[config.mk]
export PLATFORM = sky130hd
export DESIGN_NAME = ro_race_counter_flat
export DESIGN_NICKNAME = d
export VERILOG_FILES = /design/src/rtl/ro_race_counter_if.sv /design/src/rtl/ro_race_counter.sv /design/src/flat_wrapper.sv
export SDC_FILE = /design/constraint.sdc
export NUM_CORES = 1
export LEC_CHECK = 0
export CAP_MARGIN = 0
export CORE_MARGIN = 5
export CORE_UTILIZATION = 35
export DETAILED_ROUTE_END_ITERATION = 12
export PLACE_DENSITY = 0.67
export SYNTH_ARGS = -nofsm -noshare
export SYNTH_HDL_FRONTEND = slang
export SYNTH_SLANG_ARGS = --single-unit
[constraint.sdc]
create_clock -name clk -period 3.3 [get_ports clk]
set_input_delay 0.33 -clock clk [delete_from_list [all_inputs] [get_ports clk]]
set_output_delay 0.33 -clock clk [all_outputs]
set_load 0.01 [all_outputs]
[src/rtl/ro_race_counter_if.sv]
// Handshake and result bundle between a measurement controller and ro_race_counter.
// The controller side uses the master modport; the counter block uses slave.
interface ro_race_counter_if #(
    parameter int NUM_CH = 2,
    parameter int CNT_W  = 22,
    parameter int WIN_W  = 1
);
    logic                      start;
    logic                      mode;
    logic                      abort;
    logic [NUM_CH-1:0]         count_en;
    logic                      busy;
    logic                      done;
    logic                      timeout;
    logic                      tie;
    logic [WIN_W-1:0]          winner;
    logic [NUM_CH*CNT_W-1:0]   counts;

    modport master (
        output start, mode, abort, count_en,
        input  busy, done, timeout, tie, winner, counts
    );

    modport slave (
        input  start, mode, abort, count_en,
        output busy, done, timeout, tie, winner, counts
    );
endinterface

[src/rtl/ro_race_counter.sv]
// Multi-channel ring-oscillator pulse counter for PUF response generation.
// One measurement per start: race to GOAL or fixed window, then report winner/tie/counts.
module ro_race_counter #(
    parameter int NUM_CH     = 2,
    parameter int CNT_W      = 22,
    parameter int GOAL       = 2**21,
    parameter int WINDOW     = 4096,
    parameter int MAX_CYCLES = 2**22,
    parameter int WIN_W      = (NUM_CH <= 2) ? 1 : $clog2(NUM_CH)
) (
    input  logic               clk,
    input  logic               reset,
    ro_race_counter_if.slave   bus
);
    localparam logic [1:0] S_IDLE  = 2'd0;
    localparam logic [1:0] S_CLEAR = 2'd1;
    localparam logic [1:0] S_COUNT = 2'd2;
    localparam logic [1:0] S_DONE  = 2'd3;

    localparam int CYC_TOP = (MAX_CYCLES > WINDOW) ? MAX_CYCLES : WINDOW;
    localparam int CYC_W   = $clog2(CYC_TOP + 1);

    localparam logic [CNT_W-1:0] SAT    = '1;
    localparam logic [CNT_W-1:0] GOAL_V = CNT_W'(GOAL);

    logic [1:0]        state;
    logic              mode_r;
    logic [CNT_W-1:0]  cnt [NUM_CH];
    logic [CNT_W-1:0]  nxt [NUM_CH];
    logic [CYC_W-1:0]  cyc;
    logic [CYC_W-1:0]  cyc_nxt;
    logic [NUM_CH-1:0] hit;
    logic              finish;
    logic              found;
    logic [CNT_W-1:0]  best;
    logic [WIN_W-1:0]  win_c;
    logic              tie_c;
    logic              to_c;
    logic [WIN_W-1:0]  winner_r;
    logic              tie_r;
    logic              timeout_r;

    // Next counter values saturate; the finish decision and results are judged on them
    // so that the edge entering DONE already includes its own count_en sample.
    always_comb begin
        finish  = 1'b0;
        found   = 1'b0;
        win_c   = '0;
        tie_c   = 1'b0;
        to_c    = 1'b0;
        cyc_nxt = cyc + 1'b1;
        for (int i = 0; i < NUM_CH; i++) begin
            nxt[i] = (bus.count_en[i] && (cnt[i] != SAT)) ? cnt[i] + 1'b1 : cnt[i];
            hit[i] = (nxt[i] == GOAL_V);
        end
        best = nxt[0];
        if (!mode_r) begin
            if (|hit) begin
                finish = 1'b1;
                for (int i = 0; i < NUM_CH; i++) begin
                    if (hit[i]) begin
                        if (!found) begin
                            win_c = WIN_W'(i);
                            found = 1'b1;
                        end else begin
                            tie_c = 1'b1;
                        end
                    end
                end
            end else if (cyc_nxt == CYC_W'(MAX_CYCLES)) begin
                finish = 1'b1;
                to_c   = 1'b1;
            end
        end else begin
            finish = (cyc_nxt == CYC_W'(WINDOW));
            for (int i = 1; i < NUM_CH; i++) begin
                if (nxt[i] > best) begin
                    best  = nxt[i];
                    win_c = WIN_W'(i);
                end
            end
            for (int i = 0; i < NUM_CH; i++) begin
                if ((WIN_W'(i) != win_c) && (nxt[i] == best))
                    tie_c = 1'b1;
            end
        end
    end

    always_ff @(posedge clk or posedge reset) begin
        if (reset) begin
            state     <= S_IDLE;
            mode_r    <= 1'b0;
            cyc       <= '0;
            winner_r  <= '0;
            tie_r     <= 1'b0;
            timeout_r <= 1'b0;
            for (int i = 0; i < NUM_CH; i++) cnt[i] <= '0;
        end else if ((state != S_IDLE) && bus.abort) begin
            state <= S_IDLE;
        end else begin
            case (state)
                S_IDLE: begin
                    if (bus.start) begin
                        state  <= S_CLEAR;
                        mode_r <= bus.mode;
                    end
                end
                S_CLEAR: begin
                    cyc       <= '0;
                    winner_r  <= '0;
                    tie_r     <= 1'b0;
                    timeout_r <= 1'b0;
                    for (int i = 0; i < NUM_CH; i++) cnt[i] <= '0;
                    state     <= S_COUNT;
                end
                S_COUNT: begin
                    cyc <= cyc_nxt;
                    for (int i = 0; i < NUM_CH; i++) cnt[i] <= nxt[i];
                    if (finish) begin
                        state     <= S_DONE;
                        winner_r  <= win_c;
                        tie_r     <= tie_c;
                        timeout_r <= to_c;
                    end
                end
                default: state <= S_IDLE;
            endcase
        end
    end

    // An abort seen during DONE suppresses the completion pulse in that same cycle.
    assign bus.busy    = (state != S_IDLE);
    assign bus.done    = (state == S_DONE) && !bus.abort;
    assign bus.winner  = winner_r;
    assign bus.tie     = tie_r;
    assign bus.timeout = timeout_r;

    for (genvar g = 0; g < NUM_CH; g++) begin : g_counts
        assign bus.counts[g*CNT_W +: CNT_W] = cnt[g];
    end
endmodule

[src/flat_wrapper.sv]
// flat-port wrapper written by rule: the top's interface ports become plain ports
module ro_race_counter_flat 
#(
    parameter int NUM_CH     = 2,
    parameter int CNT_W      = 22,
    parameter int GOAL       = 2**21,
    parameter int WINDOW     = 4096,
    parameter int MAX_CYCLES = 2**22,
    parameter int WIN_W      = (NUM_CH <= 2) ? 1 : $clog2(NUM_CH)
)
  (clk, reset, bus_start, bus_mode, bus_abort, bus_count_en, bus_busy, bus_done, bus_timeout, bus_tie, bus_winner, bus_counts);
  ro_race_counter_if #(.NUM_CH(NUM_CH), .CNT_W(CNT_W), .WIN_W(WIN_W)) bus_i ();
  input  logic clk;
  input  logic reset;
  input wire logic [$bits(bus_i.start)-1:0] bus_start;
  input wire logic [$bits(bus_i.mode)-1:0] bus_mode;
  input wire logic [$bits(bus_i.abort)-1:0] bus_abort;
  input wire logic [$bits(bus_i.count_en)-1:0] bus_count_en;
  output wire logic [$bits(bus_i.busy)-1:0] bus_busy;
  output wire logic [$bits(bus_i.done)-1:0] bus_done;
  output wire logic [$bits(bus_i.timeout)-1:0] bus_timeout;
  output wire logic [$bits(bus_i.tie)-1:0] bus_tie;
  output wire logic [$bits(bus_i.winner)-1:0] bus_winner;
  output wire logic [$bits(bus_i.counts)-1:0] bus_counts;
  assign bus_i.start = bus_start;
  assign bus_i.mode = bus_mode;
  assign bus_i.abort = bus_abort;
  assign bus_i.count_en = bus_count_en;
  assign bus_busy = bus_i.busy;
  assign bus_done = bus_i.done;
  assign bus_timeout = bus_i.timeout;
  assign bus_tie = bus_i.tie;
  assign bus_winner = bus_i.winner;
  assign bus_counts = bus_i.counts;
  ro_race_counter #(.NUM_CH(NUM_CH), .CNT_W(CNT_W), .GOAL(GOAL), .WINDOW(WINDOW), .MAX_CYCLES(MAX_CYCLES), .WIN_W(WIN_W)) u_core (.clk(clk), .reset(reset), .bus(bus_i));
endmodule
==> results of run 1 <==
critical path, cell delays in order, from the launching register on:
cell and delay, ns:
dfrtp_2 0.41, ha_4 0.17, nand2_2 0.05, or3_4 0.36
or3_4 0.35, xor2_1 0.15, buf_4 0.15, xor2_1 0.14
or4_1 0.53, or4_4 0.56, o32ai_4 0.23, mux2_4 0.18
cell usage after synthesis, types with 5 or more instances:
master	number
nand2_1	115
dfrtp_1	73
o21ai_0	68
a21oi_1	40
nor2_1	36
clkbuf_1	35
nand3_1	35
nand4_1	32
nor3_1	28
ha_1	27
xnor2_1	27
xor2_1	25
inv_1	21
and3_1	15
o31ai_1	15
and4_1	13
and2_1	10
mux2i_1	10
a21o_1	9
a22o_1	8
buf_2	8
nor4_1	8
or4_1	8
o21a_1	7
or3_1	7
a211oi_1	5
a31oi_1	5
buf_6	5
o31a_1	5
metrics by stage:
stage	setup WS (ns)	cell area [um^2]	hold WS, ns	setup TNS [ns]	util [%]
6_report	-0.0254	8600	0.273	-0.0254	48.4
3_5_place_dp	-0.380	8030	0.507	-1.49	45.2
2_1_floorplan	-0.0587	6300	0.469	-0.0880	-
4_1_cts	-0.0680	8430	0.288	-0.133	47.4
5_1_grt	-0.144	8600	0.328	-0.313	48.4
3_3_place_gp	-0.269	8030	0.483	-1.00	45.2
layer usage:
metal  GRT usage [%]  wire (um)
met5               0          0
met1            25.1       8720
met2            33.1       9860
met4            7.14        435
met3            2.46       1000
path summary, 6_finish.rpt:
| path | from | to | slack, ns | cells after the start |
|---|---|---|---|---|
| min in group clk | u_core.cyc[1] | u_core.cyc[1] | 0.52 | 2 |
| worst max register to register | u_core.bus.counts[23] | u_core.bus.tie | -0.03 | 11 |
| max in group asynchronous | reset | u_core.bus.counts[40] | 2.27 | 3 |
| worst min-delay path | reset | u_core.bus.counts[20] | 0.27 | 2 |
| worst min register to register | u_core.cyc[1] | u_core.cyc[1] | 0.52 | 2 |
| worst max-delay path | u_core.bus.counts[23] | u_core.bus.tie | -0.03 | 11 |
power by group through the flow:
stage / sequential [W] / clock (W) / combinational [W]
after floorplan: 0.00102 / 0 / 0.000877
after global placement: 0.00103 / 0 / 0.00136
after detailed placement: 0.00103 / 0 / 0.00139
after CTS: 0.00102 / 0.00106 / 0.00141
after global routing: 0.00103 / 0.00110 / 0.00165
final: 0.00102 / 0.00105 / 0.00150
sequential cells by signal, indices dropped and copies added, names as in the netlist:
register and cells:
u_core.state 2, u_core.cyc 23, u_core.mode_r 1, u_core.bus.tie 1
u_core.bus.counts 44, u_core.bus.winner 1, u_core.bus.timeout 1
cell type report:
| cell class | instances | area share [%] |
|---|---|---|
| Sequential cell | 73 | 21.3 |
| Inverter | 21 | 0.931 |
| Tap cell | 229 | 3.33 |
| Timing Repair Buffer | 216 | 20.5 |
| Clock buffer | 10 | 2.78 |
| Clock inverter | 6 | 0.844 |
| Multi-Input combinational cell | 638 | 50.4 |
cells by family (layout without fill, tap and decap cells):
group | count (synthesis) | count (layout) | share of synthesized area [%]
adder cells (fa/ha/maj) | 27 | 27 | 5.40
AND/OR/NAND/NOR | 342 | 342 | 29.1
multiplexers | 14 | 14 | 2.32
buffers and inverters | 72 | 253 | 5.20
XOR/XNOR | 56 | 56 | 8.32
AO/OA/AOI/OAI | 199 | 199 | 20.5
flip-flops | 73 | 73 | 29.2
what timing repair did:
action | 4_1_cts | 5_1_grt
buffers inserted | 4 | 4
endpoints found under the hold margin | 0 | 0
endpoints found under the setup margin | 4 | 5
cloned | 0 | 0
pin swaps | 11 | 17
resized for setup | 12 | 30
==> flow_summary.yaml, run 1 <==
floorplanning:
  die_area_mm2: 0.0207
  rows: 49
  initial_core_util_pct: 35.2
  fp.dieW_um: 144
  die_h_um: 144
  num_io_pins: 56
  design.core.area_mm2: 0.0178
yosys:
  yosys_warnings: 0
  synth-edff-count: 0
  yosysUniqueCellTypes: 77
  synthArstFlopShare_pct: 100
  ys_seq_area_share_pct: 29.2
  syn_area_mm2: 0.00626
  ys_ff_latch: 73
  syn_nets: 817
  synth_top_cell_by_area: "dfrtp_1"
  synthFlopType: "dfrtp_1"
  synth.top_cell.area_share_pct: 29.2
  syn_inst: 783
  synth_top_cells_by_area: "dfrtp_1 (29%), nand2_1 (6.9%), o21ai_0 (5.4%), ha_1 (5.4%), xnor2_1 (3.8%)"
  syn_avg_cell_area_um2: 7.99
routing:
  viasPerCell: 5.58
  drtIter0Drc: 484
  wirelength_um: 20000
  drc: 0
  wl_per_cell_um: 16.8
  via_count: 6662
  drt.antenna.violating_nets: 0
  drt_pre_antenna_iters: 5
layout:
  area_growth_pct: 37.4
  drive_above_1_share_pct: 25.7
  multi_input_area_mm2: 0.00434
  mostFrequentLayoutCells: "buf_4 (161), nand2_1 (113), dfrtp_1 (71)"
  n_fill_cell: 1723
  final_common_cell: "buf_4"
  regArea_mm2: 0.00183
  fin_nets: 993
  n_antenna_cell: 0
  fin_cells: 1193
global_routing:
  track_usage_pct: 19.4
  grt_pass1_vias: 6460
  grt_antenna_before_repair: 0
  grt_pass1_wl_um: 32300
  grt_max_degree: 39
  grt_overflow_total: 0
worst_setup_path:
  critPathCaptureType: "register"
  worst-path-max-fanout: 4
  crit_path_start_kind: "register"
  cp.arrival_ns: 3.62
  path_class: "register to register"
  cp.required_ns: 3.60
clocking:
  htreeDepth: 3
  hold_buffers: 0
  max-clock-path-buffers: 2
  cts.sinks: 73
  path_clk_slew_ns: 0.06
  cts_inserted_buffers: 9
  clk_latency_ns: 0.35
  cts_tree: "built"
  clockRootBuffer: "clkbuf_16"
sta:
  slew_headroom_pct: 72.1
  fin_crit_sh_pct: 101
  rsz0062_at_grt: "true"
  clock_skew_ns: 0.0107
  drv_slew: 0
  setup_slack_ns: -0.0254
  final.min_clock_period_ns: 3.33
  finalHoldViolCount: 0
  setup_violations: 1
  worst_slew_pin_slew_ns: 0.414
  fmax_ghz: 0.301
power_and_ir_drop:
  pwr-share-seq_pct: 28.7
  power_w: 0.00357
  peakVddDrop_v: 0.000322
  powerDensity_mw_per_mm2: 415
  sw_frac_of_total_pct: 40.7
  cellLeakagePower_nw: 3.70
  clockPowerShare_pct: 29.3
  switchingPower_w: 0.00145
  p_int_w: 0.00212
  power_frac_comb_pct: 42.0
worst_hold_path:
  min-delay-path-class: "primary input to asynchronous set/reset pin"
placed_design:
  routabilityCongestion: 0.927
  hpwl_um: 15000
  dp_cells: 1169
  portBuffers: 55
outcome:
  status: "finished with violations"
  violations: "negative setup slack"
job:
  maxCapViolations: 0
Note: power is estimated with default switching activity, not from simulation.
==> run 2: changes to the inputs <==
--- a/config.mk
+++ b/config.mk
@@ -9,7 +9,7 @@
 export CORE_MARGIN = 5
 export CORE_UTILIZATION = 35
 export DETAILED_ROUTE_END_ITERATION = 12
-export PLACE_DENSITY = 0.67
+export PLACE_DENSITY = 0.65
 export SYNTH_ARGS = -nofsm -noshare
 export SYNTH_HDL_FRONTEND = slang
 export SYNTH_SLANG_ARGS = --single-unit
==> constraint.sdc (replaced) <==
create_clock -name clk -period 3.9 [get_ports clk]
set_input_delay 0.39 -clock clk [delete_from_list [all_inputs] [get_ports clk]]
set_output_delay 0.39 -clock clk [all_outputs]
set_load 0.01 [all_outputs]
==> run 2 against run 1 <==
Compared with the run above: the flow now finishes without violations; sequential power shrank 15%; sequential share of layout area grew 2.5 points; combinational power down 25%; power fell by 21%; sequential cell count did not move; global-route usage shrank 0.55 points; highest routed layer unchanged.
==> flow_summary.yaml, run 2 (synthesis results as in run 1) <==
outcome:
  status: "finished, final reports clean"
sta:
  worst_slew_pin_slew_ns: 0.821
  final.min_clock_period_ns: 3.65
  fmax_ghz: 0.274
  clock_skew_ns: 0.00592
  setup_violations: 0
  finalHoldViolCount: 0
  slew_headroom_pct: 45.2
  tns_ns: 0
  rsz0062_at_grt: "false"
  fin_crit_sh_pct: 93.6
  drv_slew: 0
clocking:
  cts.sinks: 73
  max-clock-path-buffers: 2
  cts_inserted_buffers: 9
  hold_buffers: 0
  clockRootBuffer: "clkbuf_16"
  cts_tree: "built"
  clk_latency_ns: 0.35
  path_clk_slew_ns: 0.06
  htreeDepth: 3
worst_setup_path:
  worst-path-max-fanout: 7
  cp.required_ns: 4.10
  crit_path_start_kind: "register"
  crit_chain: "nand3_1, or4_4, o21ai_2, mux2i_1, inv_1, ha_1, nor2b_1, o21a_1, o21a_1, o21ai_0, a22oi_1, o221ai_1, a21oi_1, a21oi_1, o32ai_1"
  cp.arrival_ns: 3.86
  slowest_delay_ns: 0.60
  path_class: "register to register"
  critPathCaptureType: "register"
  cpMaxStageDelayCell: "or4_4"
floorplanning:
  die_area_mm2: 0.0207
  num_io_pins: 56
  initial_core_util_pct: 35.2
  die_h_um: 144
  fp.dieW_um: 144
  design.core.area_mm2: 0.0178
  rows: 49
layout:
  design_area_mm2: 0.00769
  largest_reg_flops: 44
  fin_cells: 1103
  area_growth_pct: 22.8
  final_core_util_pct: 43.2
  fin_nets: 903
  drive_above_1_share_pct: 13.8
  n_antenna_cell: 0
  mostFrequentLayoutCells: "nand2_1 (114), dfrtp_1 (73), buf_4 (71)"
  final_common_cell: "nand2_1"
placed_design:
  portBuffers: 55
  routabilityCongestion: 0.907
  place_area_mm2: 0.00736
  dp_cells: 1084
  hpwl_um: 14200
global_routing:
  grt_overflow_total: 0
  track_usage_pct: 18.8
  grt_max_degree: 51
  grt_pass1_vias: 5819
  grt_pass1_wl_um: 31200
  grt_antenna_before_repair: 0
routing:
  drt_pre_antenna_iters: 8
  wl_per_cell_um: 17.4
  drc: 0
  via_count: 6280
  drtIter0Drc: 560
  viasPerCell: 5.69
  drt.antenna.violating_nets: 0
  wirelength_um: 19200
power_and_ir_drop:
  power_w: 0.00284
  powerDensity_mw_per_mm2: 369
  cellLeakagePower_nw: 3.24
  peakVddDrop_v: 0.000271
worst_hold_path:
  min-delay-path-class: "primary input to asynchronous set/reset pin"
job:
  maxCapViolations: 0
run 2: layout make-up:
type	instances	area (um^2)
fillers	1825	10100
multi-input cells	638	4120
flip-flops and latches	73	1830
repair buffers	126	1080
well taps	229	287
clock buffers	13	250
inverters	21	80.1
clock inverters	3	40.0
run 2: where the power goes:
group / switching [W] / leakage [nW] / internal [W]
clock: 0.000330 / 0.144 / 0.000512
sequential: 0.0000602 / 1.01 / 0.000804
combinational: 0.000757 / 2.08 / 0.000374
run 2: critical path, delay by kind of cell (launching register included):
family	cells	cell delay (ns)
adders and majority gates	1	0.30
muxes	1	0.39
AOI/OAI and AO/OA	9	1.34
and+or+nand+nor	3	0.93
buffers and inverters	1	0.09
DFF	1	0.45
run 2: timing repair:
action | CTS | global route
resized for setup | 0 | 3
hold endpoints to repair | 0 | 0
setup buffers | 0 | 3
setup endpoints to repair | 0 | 1
run 2: per-layer routing:
metal | GRT usage, % | vias to the layer above | wire, um
li1 | - | 3053 | -
met1 | 25.8 | 2968 | 8710
met2 | 30.7 | 227 | 8990
met3 | 2.56 | 32 | 1090
met4 | 6.29 | 0 | 396
met5 | 0 | - | 0
run 2: final timing paths:
kind                                        from  cells after the start                    end  slack (ns)
setup / recovery           u_core.bus.counts[41]                     15      u_core.bus.winner        0.25
hold / removal                             reset                      2  u_core.bus.counts[13]        0.36
setup reg to reg           u_core.bus.counts[41]                     15      u_core.bus.winner        0.25
hold reg to reg                   u_core.cyc[22]                      2         u_core.cyc[22]        0.50
max in group asynchronous                  reset                      3  u_core.bus.counts[30]        2.52
min in group clk                  u_core.cyc[22]                      2         u_core.cyc[22]        0.50
run 2: metrics by stage:
stage          worst slack (ns)  hold WS (ns)
3_5_place_dp              0.118         0.495
6_report                  0.248         0.363
4_1_cts                   0.242         0.381
5_1_grt                  0.0180         0.411
3_3_place_gp              0.184         0.484
2_1_floorplan             0.259         0.469
